===== src/rtl/fp16_dot_fma_driver_pkg.sv =====
// Shared constants and FSM state encoding for the FP16 dot-product FMA driver.
package fp16_dot_fma_driver_pkg;
  localparam logic [15:0] FP16_ONE  = 16'h3C00;
  localparam logic [15:0] FP16_ZERO = 16'h0000;

  typedef enum logic [1:0] {ACCUM, DRAIN, REDUCE, OUT} state_t;
endpackage


===== src/rtl/fp16_dot_fma_driver_fma_tag_pipe.sv =====
// fma_tag_pipe: LAT-deep shift register that travels alongside the external FMA.
// Each issue pushes {valid, tag}; the entry leaving the last stage is the
// return the driver expects to see on fma_out_valid in that same cycle.
//   clk, rst        clock, async active-high reset (flushes all in-flight tags)
//   in_valid/in_tag issue strobe and partial-sum slot of the issue
//   ret_valid/tag   expected return strobe and its slot
module fma_tag_pipe #(
  parameter int LAT   = 4,
  parameter int TAG_W = 2
) (
  input  logic             clk,
  input  logic             rst,
  input  logic             in_valid,
  input  logic [TAG_W-1:0] in_tag,
  output logic             ret_valid,
  output logic [TAG_W-1:0] ret_tag
);
  logic [LAT-1:0]            vld_pipe;
  logic [LAT-1:0][TAG_W-1:0] tag_pipe;

  always_ff @(posedge clk or posedge rst) begin
    if (rst) begin
      vld_pipe <= '0;
      tag_pipe <= '0;
    end else begin
      vld_pipe[0] <= in_valid;
      tag_pipe[0] <= in_tag;
      for (int i = 1; i < LAT; i++) begin
        vld_pipe[i] <= vld_pipe[i-1];
        tag_pipe[i] <= tag_pipe[i-1];
      end
    end
  end

  assign ret_valid = vld_pipe[LAT-1];
  assign ret_tag   = tag_pipe[LAT-1];
endmodule


===== src/rtl/fp16_dot_fma_driver.sv =====
// fp16_dot_fma_driver: streams FP16 (a,b) pairs into an external fixed-latency
// FMA, interleaving FMA_LAT partial sums to hide latency, then folds the
// partials through the same FMA (x*1.0 + acc) and presents one dot product.
//   s_valid/s_ready/s_a/s_b/s_last   element stream in
//   fma_in_valid/fma_a/b/c           issue to FMA (zero when not issuing)
//   fma_out_valid/fma_out            FMA return
//   m_valid/m_ready/m_data/m_count   result out, held until accepted
//   err                              sticky return/slot disagreement
module fp16_dot_fma_driver
  import fp16_dot_fma_driver_pkg::*;
#(
  parameter int FMA_LAT = 4,
  parameter int CNT_W   = 16
) (
  input  logic             clk,
  input  logic             rst,
  input  logic             s_valid,
  output logic             s_ready,
  input  logic [15:0]      s_a,
  input  logic [15:0]      s_b,
  input  logic             s_last,
  output logic             fma_in_valid,
  output logic [15:0]      fma_a,
  output logic [15:0]      fma_b,
  output logic [15:0]      fma_c,
  input  logic             fma_out_valid,
  input  logic [15:0]      fma_out,
  output logic             m_valid,
  input  logic             m_ready,
  output logic [15:0]      m_data,
  output logic [CNT_W-1:0] m_count,
  output logic             err
);
  localparam int SLOT_W = (FMA_LAT > 1) ? $clog2(FMA_LAT) : 1;
  localparam logic [SLOT_W-1:0] LAST_SLOT = SLOT_W'(FMA_LAT - 1);

  state_t                    state, state_nxt;
  logic [FMA_LAT-1:0][15:0]  partial;
  logic [FMA_LAT-1:0]        pending, ret_mask;
  logic [SLOT_W-1:0]         slot, idx, tag_in, ret_tag;
  logic [15:0]               acc;
  logic [SLOT_W:0]           quiet;
  logic                      busy, run, ret_valid, slot_ret, hs, drained;

  fma_tag_pipe #(.LAT(FMA_LAT), .TAG_W(SLOT_W)) u_tag_pipe (
    .clk(clk), .rst(rst), .in_valid(fma_in_valid), .in_tag(tag_in),
    .ret_valid(ret_valid), .ret_tag(ret_tag)
  );

  always_comb begin
    ret_mask = '0;
    if (ret_valid) ret_mask[ret_tag] = 1'b1;
  end

  // Only registered state feeds s_ready; the slot returning this cycle frees it
  // because its result is bypassed straight into fma_c.
  assign slot_ret = ret_valid && (ret_tag == slot);
  assign drained  = ((pending & ~ret_mask) == '0);
  assign s_ready  = run && (state == ACCUM) && (!pending[slot] || slot_ret);
  assign hs       = s_valid && s_ready;

  always_ff @(posedge clk or posedge rst) begin
    if (rst) state <= ACCUM;
    else     state <= state_nxt;
  end

  always_comb begin
    state_nxt    = state;
    fma_in_valid = 1'b0;
    fma_a        = FP16_ZERO;
    fma_b        = FP16_ZERO;
    fma_c        = FP16_ZERO;
    tag_in       = '0;
    case (state)
      ACCUM: if (hs) begin
        fma_in_valid = 1'b1;
        fma_a        = s_a;
        fma_b        = s_b;
        fma_c        = slot_ret ? fma_out : partial[slot];
        tag_in       = slot;
        if (s_last) state_nxt = DRAIN;
      end
      DRAIN: if (drained) state_nxt = REDUCE;
      REDUCE: begin
        if (!busy) begin
          fma_in_valid = 1'b1;
          fma_a        = partial[idx];
          fma_b        = FP16_ONE;
          fma_c        = acc;
        end else if (ret_valid && idx == LAST_SLOT) begin
          state_nxt = OUT;
        end
      end
      OUT: if (m_ready) state_nxt = ACCUM;
      default: state_nxt = ACCUM;
    endcase
  end

  always_ff @(posedge clk or posedge rst) begin
    if (rst) begin
      partial <= '0;
      pending <= '0;
      slot    <= '0;
      idx     <= '0;
      acc     <= FP16_ZERO;
      busy    <= 1'b0;
      run     <= 1'b0;
      // Returns for issues made before reset can still arrive for up to
      // FMA_LAT cycles; the checker stays blind until they have drained.
      quiet   <= (SLOT_W+1)'(FMA_LAT);
      m_valid <= 1'b0;
      m_data  <= FP16_ZERO;
      m_count <= '0;
      err     <= 1'b0;
    end else begin
      run <= 1'b1;
      if (quiet != '0) quiet <= quiet - 1'b1;
      if (quiet == '0 && ret_valid != fma_out_valid) err <= 1'b1;
      if (ret_valid) pending[ret_tag] <= 1'b0;
      case (state)
        ACCUM: begin
          if (ret_valid) partial[ret_tag] <= fma_out;
          if (hs) begin
            pending[slot] <= 1'b1;  // overrides a same-cycle clear of this slot
            slot          <= (slot == LAST_SLOT) ? '0 : slot + 1'b1;
            if (m_count != '1) m_count <= m_count + 1'b1;
          end
        end
        DRAIN: begin
          if (ret_valid) partial[ret_tag] <= fma_out;
          if (drained) begin
            idx  <= SLOT_W'(1);
            acc  <= (ret_valid && ret_tag == '0) ? fma_out : partial[0];
            busy <= 1'b0;
          end
        end
        REDUCE: begin
          if (!busy) begin
            busy <= 1'b1;
          end else if (ret_valid) begin
            acc  <= fma_out;
            busy <= 1'b0;
            idx  <= idx + 1'b1;
            if (idx == LAST_SLOT) begin
              m_data  <= fma_out;
              m_valid <= 1'b1;
            end
          end
        end
        OUT: if (m_ready) begin
          m_valid <= 1'b0;
          partial <= '0;
          m_count <= '0;
          slot    <= '0;
        end
        default: ;
      endcase
    end
  end
endmodule


===== config.mk =====
export PLATFORM = sky130hd
export DESIGN_NAME = fp16_dot_fma_driver
export DESIGN_NICKNAME = d
export VERILOG_FILES = /design/src/rtl/fp16_dot_fma_driver_pkg.sv /design/src/rtl/fp16_dot_fma_driver_fma_tag_pipe.sv /design/src/rtl/fp16_dot_fma_driver.sv
export SDC_FILE = /design/constraint.sdc
export NUM_CORES = 1
export LEC_CHECK = 0
export CAP_MARGIN = 20
export CORE_AREA = 2 2 169 105
export CTS_CLUSTER_DIAMETER = 200
export CTS_CLUSTER_SIZE = 8
export DETAILED_ROUTE_END_ITERATION = 16
export DIE_AREA = 0 0 171 107
export PLACE_DENSITY = 0.78
export SYNTH_ARGS = -nofsm -noshare
export SYNTH_HDL_FRONTEND = slang
export SYNTH_SLANG_ARGS = --single-unit

===== constraint.sdc =====
create_clock -name clk -period 14.2 [get_ports clk]
set_clock_uncertainty 0.15 [all_clocks]
set_input_delay 2.84 -clock clk [delete_from_list [all_inputs] [get_ports clk]]
set_output_delay 2.84 -clock clk [all_outputs]
set_load 0.005 [all_outputs]

Word level (Yosys, flattened, before mapping)
Cells that the tools add are included.
Widths: inputs -> output; s select.
- $lt $le $gt $ge: 5
- add/subtract/negate cells: 4
- reduce and logical (&&, ||, !) cells: 29
- equality and inequality tests: 18
- bitwise gates (word level): 5
- multiplexer cells: 67
- operator list (operator ; count):
    $mux 16 ; 16
    $pmux 16 s2 ; 5
    $mux 64 ; 2
    $pmux 64 s2 ; 1
    $bmux 16 s2 ; 2
    $bwmux 64 ; 1
    $demux 16 s2 ; 1
    $mux 2 ; 13
    $add 16x1->16 const B ; 1
    $mux 4 ; 4
    $ne 16x16->1 const B ; 1
    $mux 14 ; 1
    $ne 2x2->1 const B ; 7
    $mux 1 ; 12
    $reduce_and 4->1 ; 3
    $logic_and 1x1->1 ; 9
    $lt 2x3->1 const B ; 3
    $and 4x4->4 ; 2
    $eq 2x2->1 const B ; 4
    $not 4->4 ; 2
    $pmux 2 s2 ; 2
    $pmux 2 s4 ; 1
    $reduce_bool 2->1 ; 4
    $ne 2x1->1 const B ; 3
    other kinds (21) ; 28
- flip-flop bits (word level): 141
- input port bits: 54

Depth between registers and ports, before layout
Gate-level depths: netlist (run 1).
- depth after elaboration: 10
- depth in mapped cells: 9

Hierarchy
A second synthesis (run 1) with hierarchy kept.
- cell total of the unflattened synthesis: 625
- area total of the unflattened synthesis: 7372.1 um^2
- modules (own cells, without submodules) (module ; times used ; area an instance (um^2) ; cells an instance):
    fp16_dot_fma_driver ; 1 ; 7053.0 ; 610
    fma_tag_pipe ; 1 ; 319.1 ; 15

Worst setup path before layout (run 1)
Ideal clock, no wire load.
- kind: input-to-output
- from: input port s_valid
- to: output port fma_b[0]
- cell stages on the path: 5
- path buffers: 2
- arrival time: 3.614 ns
- path slack: 7.596 ns
- data required time: 11.210 ns
- cells stage by stage: nand3_1 -> a21oi_2 -> buf_4 -> clkbuf_1 -> and2_1
- longest elaborated chain between the ends: 3
- RTL lines (element ; RTL line ; source):
    start: declaration ; fp16_dot_fma_driver.sv:17 ; input logic s_valid,
    $logic_and 1x1->1 ; fp16_dot_fma_driver.sv:60 ; assign hs = s_valid && s_ready;
    $mux 16 ; fp16_dot_fma_driver.sv:75 ; ACCUM: if (hs) begin
    $pmux 16 s2 ; fp16_dot_fma_driver.sv:74 ; case (state)
    end: declaration ; fp16_dot_fma_driver.sv:24 ; output logic [15:0] fma_b,
Every way passes these cells.

Worst setup path in the final report (run 1)
- from: input port s_valid
- to: output port fma_c[1]
- longest elaborated chain between the ends: 3
- RTL lines (element ; RTL line ; source):
    $logic_and 1x1->1 ; fp16_dot_fma_driver.sv:60 ;
    $mux 16 ; fp16_dot_fma_driver.sv:75 ;
    $pmux 16 s2 ; fp16_dot_fma_driver.sv:74 ;
    end: declaration ; fp16_dot_fma_driver.sv:25 ; output logic [15:0] fma_c,
Every way passes these cells.

==> report_table.html, run 1 <==
<table>
<tr><th>Metric</th><th>Value</th></tr>
<tr><th colspan="2">Layout</th></tr>
<tr><td>Layout Area Growth over Synthesis</td><td>30.7%</td></tr>
<tr><td>Number of fillers in the final layout</td><td>approximately 1,300</td></tr>
<tr><td>Nets</td><td>817</td></tr>
<tr><td>Share of final-layout standard cells stronger than drive strength 1</td><td>15.2%</td></tr>
<tr><td>Area taken by multi-input logic gates</td><td>roughly 0.0036 mm^2</td></tr>
<tr><td>Storage element area</td><td>between 0.003 and 0.004 mm^2</td></tr>
<tr><td>Diode insertion count for antenna repair</td><td>0</td></tr>
<tr><td>Final Instance Count excl. Fillers</td><td>between 900 and 1,000</td></tr>
<tr><th colspan="2">Worst setup path</th></tr>
<tr><td>CP required</td><td>around 11 ns</td></tr>
<tr><td>Data arrival at the endpoint of the critical path</td><td>between 5 and 6 ns</td></tr>
<tr><td>Cell type group with the largest total delay on the critical path</td><td>buffers and inverters</td></tr>
<tr><td>CP max stage cell</td><td>nand2b_1</td></tr>
<tr><td>CP Launch Point</td><td>s_valid</td></tr>
<tr><td>Crit path max fanout</td><td>19</td></tr>
<tr><td>Number of buffer and inverter instances along the worst setup path</td><td>2</td></tr>
<tr><td>Critical Path, Cell by Cell</td><td>clkdlybuf4s50_1 &gt; nand3_1 &gt; nand2b_1 &gt; o21ai_0 &gt; clkdlybuf4s50_1</td></tr>
<tr><td>Startpoint kind of the worst setup timing path</td><td>primary input</td></tr>
<tr><td>Total stage count of the critical path</td><td>5</td></tr>
<tr><td>Reg2reg start</td><td>state[1]$_DFFE_PP0P_</td></tr>
<tr><td>Worst Setup End Kind</td><td>output port</td></tr>
<tr><td>Crit path kind</td><td>in -&gt; out</td></tr>
<tr><td>Cell repeated most along the worst path</td><td>clkdlybuf4s50_1</td></tr>
<tr><td>CP max stage delay</td><td>approximately 0.7 ns</td></tr>
<tr><td>Worst r2r path cells</td><td>6</td></tr>
<tr><th colspan="2">Global route</th></tr>
<tr><td>Pin count of the biggest net entering global routing</td><td>75</td></tr>
<tr><td>Sum of overflow across all layers after global routing</td><td>0</td></tr>
<tr><td>Wire length of the first global-routing pass</td><td>between 30,000 and 40,000 um</td></tr>
<tr><td>Global routing usage summed across all routing layers</td><td>about a quarter</td></tr>
<tr><td>Via count of the first global-routing pass</td><td>6,055</td></tr>
<tr><td>Number of antenna violations at the first check in global routing</td><td>0</td></tr>
<tr><th colspan="2">Run</th></tr>
<tr><td>Max cap viols</td><td>0</td></tr>
<tr><th colspan="2">Yosys</th></tr>
<tr><td>Seq cells post-synth</td><td>141</td></tr>
<tr><td>Register area share after synthesis</td><td>~48%</td></tr>
<tr><td>Area share of the largest cell type after synthesis</td><td>between 40% and 50%</td></tr>
<tr><td>Main area contributors after synthesis</td><td>dfrtp_1 47%, mux4_2 10%, a22o_1 10%, mux2i_1 5.4%, mux2_2 2.6%</td></tr>
<tr><td>Post-synthesis instance area</td><td>0.00739 mm^2</td></tr>
<tr><td>Total nets after synthesis</td><td>689</td></tr>
<tr><td>Async S/R FF share, synth</td><td>100%</td></tr>
<tr><td>Dominant cell by count in the synthesized netlist</td><td>dfrtp_1</td></tr>
<tr><td>Number of synthesis warnings</td><td>0</td></tr>
<tr><td>Number of distinct library cells after synthesis</td><td>between 50 and 60</td></tr>
<tr><td>Average instance area after synthesis</td><td>between 10 and 15 um^2</td></tr>
<tr><td>Dominant cell type by area after synthesis</td><td>dfrtp_1</td></tr>
<tr><td>Flip-flop cell with the highest count after synthesis</td><td>dfrtp_1</td></tr>
<tr><td>Most frequent cells after synthesis</td><td>140 x dfrtp_1, 84 x a22o_1, 40 x mux2i_1, 38 x nand2_1, 36 x nor2_1</td></tr>
<tr><td>Number of enable-type register cells in the synthesized netlist</td><td>0</td></tr>
<tr><td>Post-Syn Instances</td><td>622</td></tr>
<tr><th colspan="2">CTS</th></tr>
<tr><td>CTS Hold Buffers Added</td><td>0</td></tr>
<tr><td>Clock transition at the register clock pins on the worst setup and hold paths after CTS</td><td>~0.06 ns</td></tr>
<tr><td>TritonCTS Sinks</td><td>about 140</td></tr>
<tr><td>H-tree level count</td><td>4</td></tr>
<tr><td>CTS Root Buffer Type</td><td>clkbuf_16</td></tr>
<tr><td>Setup fix buffers added after clock tree synthesis</td><td>0</td></tr>
<tr><td>Buffer levels on the longest clock path</td><td>2</td></tr>
<tr><td>TritonCTS clock tree</td><td>yes</td></tr>
<tr><td>Source-to-sink clock delay at the later pin of the worst-skew pair</td><td>0.42 ns</td></tr>
<tr><td>Total CTS buffers</td><td>17</td></tr>
<tr><td>Post-CTS resize count</td><td>0</td></tr>
<tr><th colspan="2">Timing</th></tr>
<tr><td>Final setup fails</td><td>0</td></tr>
<tr><td>Maximum frequency from static timing analysis</td><td>about 120 MHz</td></tr>
<tr><td>Share of the clock period used by the worst path after layout</td><td>between 50% and 60%</td></tr>
<tr><td>Min cycle time layout</td><td>between 8 and 9 ns</td></tr>
<tr><td>RSZ-0062 raised after global routing</td><td>false</td></tr>
<tr><td>Fin Setup TNS</td><td>0 ns</td></tr>
<tr><td>Transition time of the tightest slew-check pin</td><td>about 1.1 ns</td></tr>
<tr><td>Final hold vios</td><td>0</td></tr>
<tr><td>Number of slew-limit violations in the final report</td><td>0</td></tr>
<tr><td>Slew Limit Headroom</td><td>between 20% and 30%</td></tr>
<tr><th colspan="2">Min path</th></tr>
<tr><td>Hold wc startpoint</td><td>u_tag_pipe.tag_pipe[5]$_DFF_PP0_</td></tr>
<tr><td>Worst hold-check path type</td><td>reg -&gt; reg</td></tr>
<tr><td>Hold path depth</td><td>0</td></tr>
<tr><th colspan="2">Place</th></tr>
<tr><td>Placer Congestion</td><td>0.816</td></tr>
<tr><td>Number of cells after detailed placement</td><td>964</td></tr>
<tr><td>Detailed-placement wirelength estimate</td><td>between 10,000 and 15,000 um</td></tr>
<tr><td># port buffers</td><td>137</td></tr>
<tr><th colspan="2">Floorplan</th></tr>
<tr><td>Area enclosed by the die boundary</td><td>between 0.015 and 0.02 mm^2</td></tr>
<tr><td>Top-level I/O count</td><td>roughly 140</td></tr>
<tr><td>Die Ht</td><td>107 um</td></tr>
<tr><td>Placement Rows</td><td>37</td></tr>
<tr><td>Total core area</td><td>roughly 0.017 mm^2</td></tr>
<tr><td>Width of the die</td><td>171 um</td></tr>
<tr><td>Effective utilization at floorplan</td><td>between 40% and 50%</td></tr>
<tr><th colspan="2">Detailed routing</th></tr>
<tr><td>Vias after detailed routing</td><td>slightly above 6,000</td></tr>
<tr><td>First drt pass iteration count</td><td>5</td></tr>
<tr><td>Routed length per placed instance</td><td>approximately 21 um</td></tr>
<tr><td>Number of design rule violations left after detail routing</td><td>0</td></tr>
<tr><td>Final wirelength</td><td>21,200 um</td></tr>
<tr><td>Iteration-0 DRC count of the detailed router</td><td>605</td></tr>
<tr><td>Remaining antenna violation count</td><td>0</td></tr>
<tr><td>Average via count per standard cell</td><td>about 6</td></tr>
<tr><th colspan="2">Pwr</th></tr>
<tr><td>Power density cells</td><td>between 150 and 200 mW/mm^2</td></tr>
<tr><td>Reported leakage power</td><td>around 4.2 nW</td></tr>
<tr><td>IR Drop Worst-Case VDD</td><td>around 0.000090 V</td></tr>
<tr><th colspan="2">Status</th></tr>
<tr><td>Result of the run</td><td>completed</td></tr>
</table>
-- path summary, 6_finish.rpt --
check	to	slack (ns)
hold reg to reg	u_tag_pipe.ret_tag[1]$_DFF_PP0_	0.20
min in group asynchronous	err$_DFFE_PP0P_	2.74
hold / removal	u_tag_pipe.ret_tag[1]$_DFF_PP0_	0.20
setup reg to reg	state[1]$_DFFE_PP0P_	10.92
max in group asynchronous	u_tag_pipe.ret_tag[0]$_DFF_PP0_	9.78
setup / recovery	fma_c[1]	5.98
-- layout by cell type (no fill, tap or decap), types with 8 or more instances in the layout --
cell type          n
a21oi_1           20
a22o_1            84
a31oi_1           22
and2_1            16
buf_4             16
clkbuf_16         17
clkdlybuf4s50_1  137
dfrtp_1          140
ha_1              13
inv_1             10
mux2_2            17
mux2i_1           40
mux4_2            33
nand2_1           38
nand3_1            8
nor2_1            35
o21ai_0           22
o21ai_1            8
-- cell type report --
class                      instances  area share [%]
clock buffer                      21            4.87
clock inverter                    11            1.94
inverter                          11           0.479
multi-input combinational        425            37.6
sequential                       141            36.5
tap                              234            3.03
timing repair buffer             154            15.6
-- where the power goes --
part	total (W)	switching, W	internal (W)
registers	0.000594	0.0000916	0.000502
clock network	0.000499	0.000173	0.000325
logic	0.000771	0.000394	0.000377
total	0.00186	0.000659	0.00120
-- metal layers --
layer | wire, um | global-route usage, % | vias to the layer above
li1 | - | - | 2617
met1 | 9300 | 33.8 | 3068
met2 | 9680 | 36.6 | 327
met3 | 1870 | 6.72 | 31
met4 | 311 | 5.75 | 0
met5 | 0 | 0 | -
-- cells by family (layout without fill, tap and decap cells) --
family	count (synthesis)	in the layout	share of synthesized area (%)
xor+xnor	4	4	0.474
flops	141	141	47.8
compound gates	179	179	17.8
fa+ha+maj	13	13	2.20
buf+inv	56	197	3.40
mux	92	92	18.4
other cells	1	1	0.0508
simple gates	136	136	9.87
-- stage by stage --
| step | util (%) | worst slack (ns) | hold WS [ns] | cell area [um^2] | power [W] |
|---|---|---|---|---|---|
| after global routing | 57.6 | 5.86 | 0.205 | 9660 | 0.00196 |
| after CTS | 57.6 | 6.03 | 0.197 | 9650 | 0.00186 |
| after global placement | 53.6 | 6.13 | 0.182 | 8990 | 0.00132 |
| final | 57.6 | 5.98 | 0.197 | 9660 | 0.00186 |
| after floorplan | - | 7.43 | 0.181 | 7390 | 0.00107 |
| after detailed placement | 53.6 | 6.05 | 0.185 | 8990 | 0.00136 |
-- registers in the layout (all words and copies together) (netlist names) --
register,flops
u_tag_pipe.tag_pipe,6
run,1
u_tag_pipe.ret_tag,2
m_count,16
idx,2
u_tag_pipe.vld_pipe,4
err,1
acc,16
busy,1
m_valid,1
m_data,16
slot,2
pending,4
quiet,3
state,2
partial,64
Note: power is estimated with default switching activity, not from simulation.
==> run 2, diff against run 1 <==
- clock period: 14.2 -> 7.6 ns (I/O delays scaled with it)
==> run 2 against run 1 <==
Compared with the run above:
- final cell count unchanged
- first-iteration DRC count grew 20%
- largest power group unchanged
- core utilization is 0.37 points lower
- critical path type unchanged
- sequential share of layout area is 0.24 points higher
- routed wire length rose by 2.0%
- die area unchanged
- via count up 0.56%
==> report_table.html, run 2 (synthesis results as in run 1) <==
<table>
<tr><th>Metric</th><th>Value</th></tr>
<tr><th colspan="2">Status</th></tr>
<tr><td>Result of the run</td><td>completed</td></tr>
<tr><th colspan="2">Detailed routing</th></tr>
<tr><td>Iteration-0 DRC count of the detailed router</td><td>just over 700</td></tr>
<tr><td>Detailed-route wire length on metal 1</td><td>a little over 9000 um</td></tr>
<tr><td>Vias after detailed routing</td><td>~6,000</td></tr>
<tr><td>Highest layer used for signal routing</td><td>met4</td></tr>
<tr><td>Remaining antenna violation count</td><td>0</td></tr>
<tr><td>Routed length per placed instance</td><td>21.6 um</td></tr>
<tr><td>Average via count per standard cell</td><td>roughly 6.1</td></tr>
<tr><td>Final wirelength</td><td>about 22,000 um</td></tr>
<tr><td>Met3 wire length</td><td>2080 um</td></tr>
<tr><td>Routed wire length on met2</td><td>roughly 9900 um</td></tr>
<tr><td>Number of design rule violations left after detail routing</td><td>0</td></tr>
<tr><td>First drt pass iteration count</td><td>6</td></tr>
<tr><th colspan="2">Layout</th></tr>
<tr><td>Register ranked first by flip-flop count</td><td>partial</td></tr>
<tr><td>Largest register FFs</td><td>64</td></tr>
<tr><td>Most frequent cells in the layout</td><td>140 x dfrtp_1, 137 x clkdlybuf4s50_1, 84 x a22o_1</td></tr>
<tr><td>Number of fillers in the final layout</td><td>around 1,400</td></tr>
<tr><td>Share of final-layout standard cells stronger than drive strength 1</td><td>15.1%</td></tr>
<tr><td>Nets</td><td>817</td></tr>
<tr><td>Final Core Density</td><td>a little under three fifths</td></tr>
<tr><td>Diode insertion count for antenna repair</td><td>0</td></tr>
<tr><td>Leading cell type in the layout, fill and taps excluded</td><td>dfrtp_1</td></tr>
<tr><td>Layout Area Growth over Synthesis</td><td>29.9%</td></tr>
<tr><th colspan="2">Place</th></tr>
<tr><td>Detailed-placement wirelength estimate</td><td>about 14,000 um</td></tr>
<tr><td># port buffers</td><td>between 100 and 150</td></tr>
<tr><td>Placer Congestion</td><td>0.834</td></tr>
<tr><td>Placement-stage worst setup slack</td><td>between 1.5 and 2 ns</td></tr>
<tr><th colspan="2">Pwr</th></tr>
<tr><td>Net Sw Power</td><td>0.00123 W</td></tr>
<tr><td>Switching portion of total power</td><td>36.3%</td></tr>
<tr><td>Reported leakage power</td><td>between 4 and 5 nW</td></tr>
<tr><td>Portion of total power attributed to the clock network</td><td>between 20% and 30%</td></tr>
<tr><td>Internal cell power</td><td>approximately 0.0022 W</td></tr>
<tr><td>IR Drop Worst-Case VDD</td><td>roughly 0.00016 V</td></tr>
<tr><td>Reg power frac</td><td>32.7%</td></tr>
<tr><td>Power density cells</td><td>354 mW/mm^2</td></tr>
<tr><td>Gate power share</td><td>between 40% and 50%</td></tr>
<tr><th colspan="2">Worst setup path</th></tr>
<tr><td>Crit path max fanout</td><td>28</td></tr>
<tr><td>CP max stage delay</td><td>between 0.8 and 0.9 ns</td></tr>
<tr><td>Critical Path, Cell by Cell</td><td>clkdlybuf4s50_1 &gt; nand3_1 &gt; a21oi_4 &gt; buf_4 &gt; and2_1 &gt; clkdlybuf4s50_1</td></tr>
<tr><td>Number of buffer and inverter instances along the worst setup path</td><td>3</td></tr>
<tr><td>Worst Setup End Kind</td><td>output port</td></tr>
<tr><td>CP max stage cell</td><td>a21oi_4</td></tr>
<tr><td>CP required</td><td>between 5 and 6 ns</td></tr>
<tr><td>Startpoint kind of the worst setup timing path</td><td>primary input</td></tr>
<tr><td>Cell type group with the largest total delay on the critical path</td><td>buffers and inverters</td></tr>
<tr><td>Data arrival at the endpoint of the critical path</td><td>4.06 ns</td></tr>
<tr><td>Crit path kind</td><td>in -&gt; out</td></tr>
<tr><td>Cell repeated most along the worst path</td><td>clkdlybuf4s50_1</td></tr>
<tr><th colspan="2">Timing</th></tr>
<tr><td>Transition time of the tightest slew-check pin</td><td>around 1.0 ns</td></tr>
<tr><td>Worst Setup Slack, final</td><td>around 1.9 ns</td></tr>
<tr><td>RSZ-0062 raised after global routing</td><td>false</td></tr>
<tr><td>Fin Setup TNS</td><td>0 ns</td></tr>
<tr><td>Number of slew-limit violations in the final report</td><td>0</td></tr>
<tr><td>Slew Limit Headroom</td><td>approximately 31%</td></tr>
<tr><td>Min cycle time layout</td><td>approximately 5.7 ns</td></tr>
<tr><td>Maximum frequency from static timing analysis</td><td>~170 MHz</td></tr>
<tr><td>Final hold vios</td><td>0</td></tr>
<tr><td>Final setup fails</td><td>0</td></tr>
<tr><td>Share of the clock period used by the worst path after layout</td><td>between 70% and 80%</td></tr>
<tr><th colspan="2">Global route</th></tr>
<tr><td>Pin count of the biggest net entering global routing</td><td>75</td></tr>
<tr><td>Sum of overflow across all layers after global routing</td><td>0</td></tr>
<tr><td>Wire length of the first global-routing pass</td><td>between 30,000 and 40,000 um</td></tr>
<tr><td>Global routing usage summed across all routing layers</td><td>between 20% and 30%</td></tr>
<tr><td>Number of antenna violations at the first check in global routing</td><td>0</td></tr>
<tr><td>Via count of the first global-routing pass</td><td>between 6,000 and 7,000</td></tr>
<tr><th colspan="2">Min path</th></tr>
<tr><td>Worst hold-check path type</td><td>reg -&gt; reg</td></tr>
<tr><th colspan="2">Floorplan</th></tr>
<tr><td>Total core area</td><td>0.0168 mm^2</td></tr>
<tr><td>Effective utilization at floorplan</td><td>approximately 44%</td></tr>
<tr><td>Top-level I/O count</td><td>about 140</td></tr>
<tr><td>Width of the die</td><td>~170 um</td></tr>
<tr><td>Area enclosed by the die boundary</td><td>roughly 0.018 mm^2</td></tr>
<tr><td>Die Ht</td><td>about 110 um</td></tr>
<tr><td>Placement Rows</td><td>37</td></tr>
<tr><th colspan="2">CTS</th></tr>
<tr><td>Buffer levels on the longest clock path</td><td>2</td></tr>
<tr><td>Clock transition at the register clock pins on the worst setup and hold paths after CTS</td><td>~0.060 ns</td></tr>
<tr><td>Total CTS buffers</td><td>17</td></tr>
<tr><td>TritonCTS clock tree</td><td>yes</td></tr>
<tr><td>TritonCTS Sinks</td><td>between 100 and 150</td></tr>
<tr><td>CTS Root Buffer Type</td><td>clkbuf_16</td></tr>
<tr><td>Setup fix buffers added after clock tree synthesis</td><td>0</td></tr>
<tr><td>Post-CTS resize count</td><td>0</td></tr>
<tr><td>H-tree level count</td><td>4</td></tr>
<tr><td>CTS Hold Buffers Added</td><td>0</td></tr>
<tr><td>Source-to-sink clock delay at the later pin of the worst-skew pair</td><td>0.42 ns</td></tr>
<tr><th colspan="2">Run</th></tr>
<tr><td>Max cap viols</td><td>0</td></tr>
</table>
[run 2: worst paths after layout]
path	start	endpoint	slack, ns	cells after the start
worst max-delay path	s_valid	fma_b[6]	1.87	6
worst min-delay path	u_tag_pipe.tag_pipe[0]$_DFF_PP0_	u_tag_pipe.tag_pipe[2]$_DFF_PP0_	0.19	0
worst max register to register	slot[1]$_DFFE_PP0P_	m_count[7]$_DFFE_PP0P_	4.23	6
worst min register to register	u_tag_pipe.tag_pipe[0]$_DFF_PP0_	u_tag_pipe.tag_pipe[2]$_DFF_PP0_	0.19	0
max in group asynchronous	rst	m_data[11]$_DFFE_PP0P_	4.45	3
min in group asynchronous	rst	run$_DFF_PP0_	1.43	2
[run 2: area by class of cell]
cell class	instances	area, um^2	area share, %
clock inverter	12	145	1.51
multi-input combinational	425	3630	37.8
clock buffer	20	447	4.66
tap	234	293	3.05
inverter	11	46.3	0.482
sequential	141	3530	36.8
timing repair buffer	154	1510	15.7
[run 2: per-stage QoR]
stage | std cells | hold WS (ns) | area (um^2) | total power [W]
floorplan | 622 | 0.181 | 7390 | 0.00200
global placement | 964 | 0.183 | 8990 | 0.00247
detailed placement | 964 | 0.185 | 8990 | 0.00253
CTS | 996 | 0.195 | 9580 | 0.00339
global route | 997 | 0.199 | 9600 | 0.00357
finish | 997 | 0.192 | 9600 | 0.00340
[run 2: power by group through the flow]
stage	registers [W]	logic [W]	clock network, W
finish	0.00111	0.00144	0.000843
global route	0.00113	0.00155	0.000886
CTS	0.00110	0.00144	0.000850
detailed placement	0.00111	0.00142	0
global placement	0.00109	0.00138	0
floorplan	0.00105	0.000943	0
[run 2: routing by layer]
metal / up-vias / track usage [%]
met3: 34 / 6.83
li1: 2625 / -
met1: 3057 / 33.4
met4: 0 / 7.38
met5: - / 0
met2: 361 / 36.7
==> run 3, diff against run 2 <==
- clock period: 7.6 -> 5.4 ns (I/O delays scaled with it)
==> run 3 against run 2 <==
Compared with the run above:
- die area unchanged
- via count barely moved
- routed wire length down 2.2%
- largest cell class unchanged
- final cell count grew 0.10%
- highest routed layer unchanged
- sequential share of layout area is 0.21 points lower
- non-clock buffer count grew 2
- core utilization grew 0.32 points
- flip-flop and latch count is the same
==> report_table.html, run 3 (synthesis results as in run 1) <==
<table>
<tr><th>Metric</th><th>Value</th></tr>
<tr><th colspan="2">Status</th></tr>
<tr><td>Result of the run</td><td>completed</td></tr>
<tr><th colspan="2">Floorplan</th></tr>
<tr><td>Top-level I/O count</td><td>between 100 and 150</td></tr>
<tr><td>Effective utilization at floorplan</td><td>between 40 and 50%</td></tr>
<tr><td>Area enclosed by the die boundary</td><td>between 0.015 and 0.02 mm^2</td></tr>
<tr><td>Die Ht</td><td>107 um</td></tr>
<tr><td>Width of the die</td><td>171 um</td></tr>
<tr><td>Total core area</td><td>between 0.015 and 0.02 mm^2</td></tr>
<tr><td>Placement Rows</td><td>37</td></tr>
<tr><th colspan="2">Global route</th></tr>
<tr><td>Number of antenna violations at the first check in global routing</td><td>0</td></tr>
<tr><td>Via count of the first global-routing pass</td><td>6,101</td></tr>
<tr><td>Sum of overflow across all layers after global routing</td><td>0</td></tr>
<tr><td>Global routing usage summed across all routing layers</td><td>between 20% and 30%</td></tr>
<tr><td>Pin count of the biggest net entering global routing</td><td>between 60 and 70</td></tr>
<tr><td>Wire length of the first global-routing pass</td><td>~34,000 um</td></tr>
<tr><th colspan="2">CTS</th></tr>
<tr><td>Buffer levels on the longest clock path</td><td>2</td></tr>
<tr><td>TritonCTS clock tree</td><td>yes</td></tr>
<tr><td>Clock transition at the register clock pins on the worst setup and hold paths after CTS</td><td>around 0.060 ns</td></tr>
<tr><td>Setup fix buffers added after clock tree synthesis</td><td>0</td></tr>
<tr><td>CTS Root Buffer Type</td><td>clkbuf_16</td></tr>
<tr><td>TritonCTS Sinks</td><td>approximately 140</td></tr>
<tr><td>Post-CTS resize count</td><td>0</td></tr>
<tr><td>H-tree level count</td><td>4</td></tr>
<tr><td>CTS Hold Buffers Added</td><td>0</td></tr>
<tr><td>Source-to-sink clock delay at the later pin of the worst-skew pair</td><td>0.42 ns</td></tr>
<tr><td>Total CTS buffers</td><td>17</td></tr>
<tr><th colspan="2">Worst setup path</th></tr>
<tr><td>CP required</td><td>~4.2 ns</td></tr>
<tr><td>Startpoint kind of the worst setup timing path</td><td>flip-flop</td></tr>
<tr><td>Cell type group with the largest total delay on the critical path</td><td>simple AND/OR/NAND/NOR gates</td></tr>
<tr><td>Data arrival at the endpoint of the critical path</td><td>roughly 3.5 ns</td></tr>
<tr><td>CP max stage cell</td><td>nand2b_1</td></tr>
<tr><td>Worst Setup End Kind</td><td>output port</td></tr>
<tr><td>Critical Path, Cell by Cell</td><td>xor2_1 &gt; nand3b_1 &gt; nand2_1 &gt; nand2b_1 &gt; o21ai_0 &gt; clkdlybuf4s50_1</td></tr>
<tr><td>Number of buffer and inverter instances along the worst setup path</td><td>1</td></tr>
<tr><td>Crit path kind</td><td>reg -&gt; out</td></tr>
<tr><td>Crit path max fanout</td><td>19</td></tr>
<tr><td>CP max stage delay</td><td>~0.70 ns</td></tr>
<tr><th colspan="2">Timing</th></tr>
<tr><td>RSZ-0062 raised after global routing</td><td>false</td></tr>
<tr><td>Share of the clock period used by the worst path after layout</td><td>between 80% and 90%</td></tr>
<tr><td>Number of slew-limit violations in the final report</td><td>0</td></tr>
<tr><td>Min cycle time layout</td><td>4.71 ns</td></tr>
<tr><td>Slew Limit Headroom</td><td>about a third</td></tr>
<tr><td>Transition time of the tightest slew-check pin</td><td>slightly above 1 ns</td></tr>
<tr><td>Maximum frequency from static timing analysis</td><td>about 210 MHz</td></tr>
<tr><td>Final Hold Slack</td><td>between 0.15 and 0.2 ns</td></tr>
<tr><td>Fin Setup TNS</td><td>0 ns</td></tr>
<tr><td>Final setup fails</td><td>0</td></tr>
<tr><td>Final hold vios</td><td>0</td></tr>
<tr><th colspan="2">Pwr</th></tr>
<tr><td>IR Drop Worst-Case VDD</td><td>0.000251 V</td></tr>
<tr><td>Overall Power</td><td>0.00484 W</td></tr>
<tr><td>Power density cells</td><td>about 500 mW/mm^2</td></tr>
<tr><td>Reported leakage power</td><td>between 4 and 5 nW</td></tr>
<tr><th colspan="2">Place</th></tr>
<tr><td>Placer Congestion</td><td>between 0.8 and 0.9</td></tr>
<tr><td>Number of cells after detailed placement</td><td>965</td></tr>
<tr><td># port buffers</td><td>between 100 and 150</td></tr>
<tr><td>Detailed-placement wirelength estimate</td><td>13,700 um</td></tr>
<tr><th colspan="2">Detailed routing</th></tr>
<tr><td>Average via count per standard cell</td><td>just over 6</td></tr>
<tr><td>Final wirelength</td><td>21,100 um</td></tr>
<tr><td>Vias after detailed routing</td><td>between 6,000 and 7,000</td></tr>
<tr><td>Iteration-0 DRC count of the detailed router</td><td>approximately 800</td></tr>
<tr><td>First drt pass iteration count</td><td>6</td></tr>
<tr><td>Number of design rule violations left after detail routing</td><td>0</td></tr>
<tr><td>Remaining antenna violation count</td><td>0</td></tr>
<tr><td>Routed length per placed instance</td><td>around 21 um</td></tr>
<tr><th colspan="2">Layout</th></tr>
<tr><td>Layout Area Growth over Synthesis</td><td>30.6%</td></tr>
<tr><td>Final Instance Count excl. Fillers</td><td>roughly 1,000</td></tr>
<tr><td>Number of fillers in the final layout</td><td>~1,400</td></tr>
<tr><td>Nets</td><td>819</td></tr>
<tr><td>Area taken by multi-input logic gates</td><td>0.00363 mm^2</td></tr>
<tr><td>Most frequent cells in the layout</td><td>140 x dfrtp_1, 137 x clkdlybuf4s50_1, 84 x a22o_1</td></tr>
<tr><td>Share of final-layout standard cells stronger than drive strength 1</td><td>around 15%</td></tr>
<tr><td>Storage element area</td><td>roughly 0.0035 mm^2</td></tr>
<tr><td>Register ranked first by flip-flop count</td><td>partial</td></tr>
<tr><td>Leading cell type in the layout, fill and taps excluded</td><td>dfrtp_1</td></tr>
<tr><td>Largest register FFs</td><td>between 60 and 70</td></tr>
<tr><td>Diode insertion count for antenna repair</td><td>0</td></tr>
<tr><th colspan="2">Min path</th></tr>
<tr><td>Worst hold-check path type</td><td>reg -&gt; reg</td></tr>
<tr><th colspan="2">Run</th></tr>
<tr><td>Max cap viols</td><td>0</td></tr>
</table>
run 3: worst paths after layout:
path                                                        from                               end  slack (ns)  cells past startpoint
min in group asynchronous                                    rst                   err$_DFFE_PP0P_        0.97                      2
worst min register to register  u_tag_pipe.tag_pipe[1]$_DFF_PP0_  u_tag_pipe.tag_pipe[3]$_DFF_PP0_        0.19                      0
worst min-delay path            u_tag_pipe.tag_pipe[1]$_DFF_PP0_  u_tag_pipe.tag_pipe[3]$_DFF_PP0_        0.19                      0
worst max register to register              state[1]$_DFFE_PP0P_              state[1]$_DFFE_PP0P_        2.13                      6
worst max-delay path                         slot[0]$_DFFE_PP0P_                      fma_in_valid        0.69                      6
max in group asynchronous                                    rst           partial[36]$_DFFE_PP0P_        3.13                      3
run 3: worst register-to-register path, stage by stage (launching register included):
cell       delay [ns]
dfrtp_1          0.44
ha_1             0.84
nor2b_1          0.47
nor3_1           0.16
a211oi_4         0.49
nand4bb_4        0.26
mux2_1           0.33
run 3: stage by stage:
stage               setup WS [ns]  utilization [%]  cell area (um^2)
floorplan                   0.390                -              7390
global placement            0.918             53.7              9000
detailed placement          0.838             53.7              9000
CTS                         0.659             57.4              9620
global route                0.349             57.6              9650
finish                      0.691             57.6              9650
run 3: area by class of cell:
type                       instances  area share, %
multi-input combinational        425           37.6
clock buffer                      20           4.73
clock inverter                    11           1.72
tap                              234           3.03
sequential                       141           36.6
timing repair buffer             156           15.8
inverter                          11          0.480
run 3: power breakdown:
group | internal, W | switching [W]
clock | 0.000793 | 0.000453
sequential | 0.00132 | 0.000260
combinational | 0.000995 | 0.00102
run 3: routing by layer:
metal | vias up | wire (um) | track usage [%]
met1 | 3061 | 9150 | 34.2
met4 | 0 | 330 | 8.47
met3 | 39 | 2230 | 7.46
met2 | 352 | 9380 | 34.9
met5 | - | 0 | 0.580
li1 | 2624 | - | -
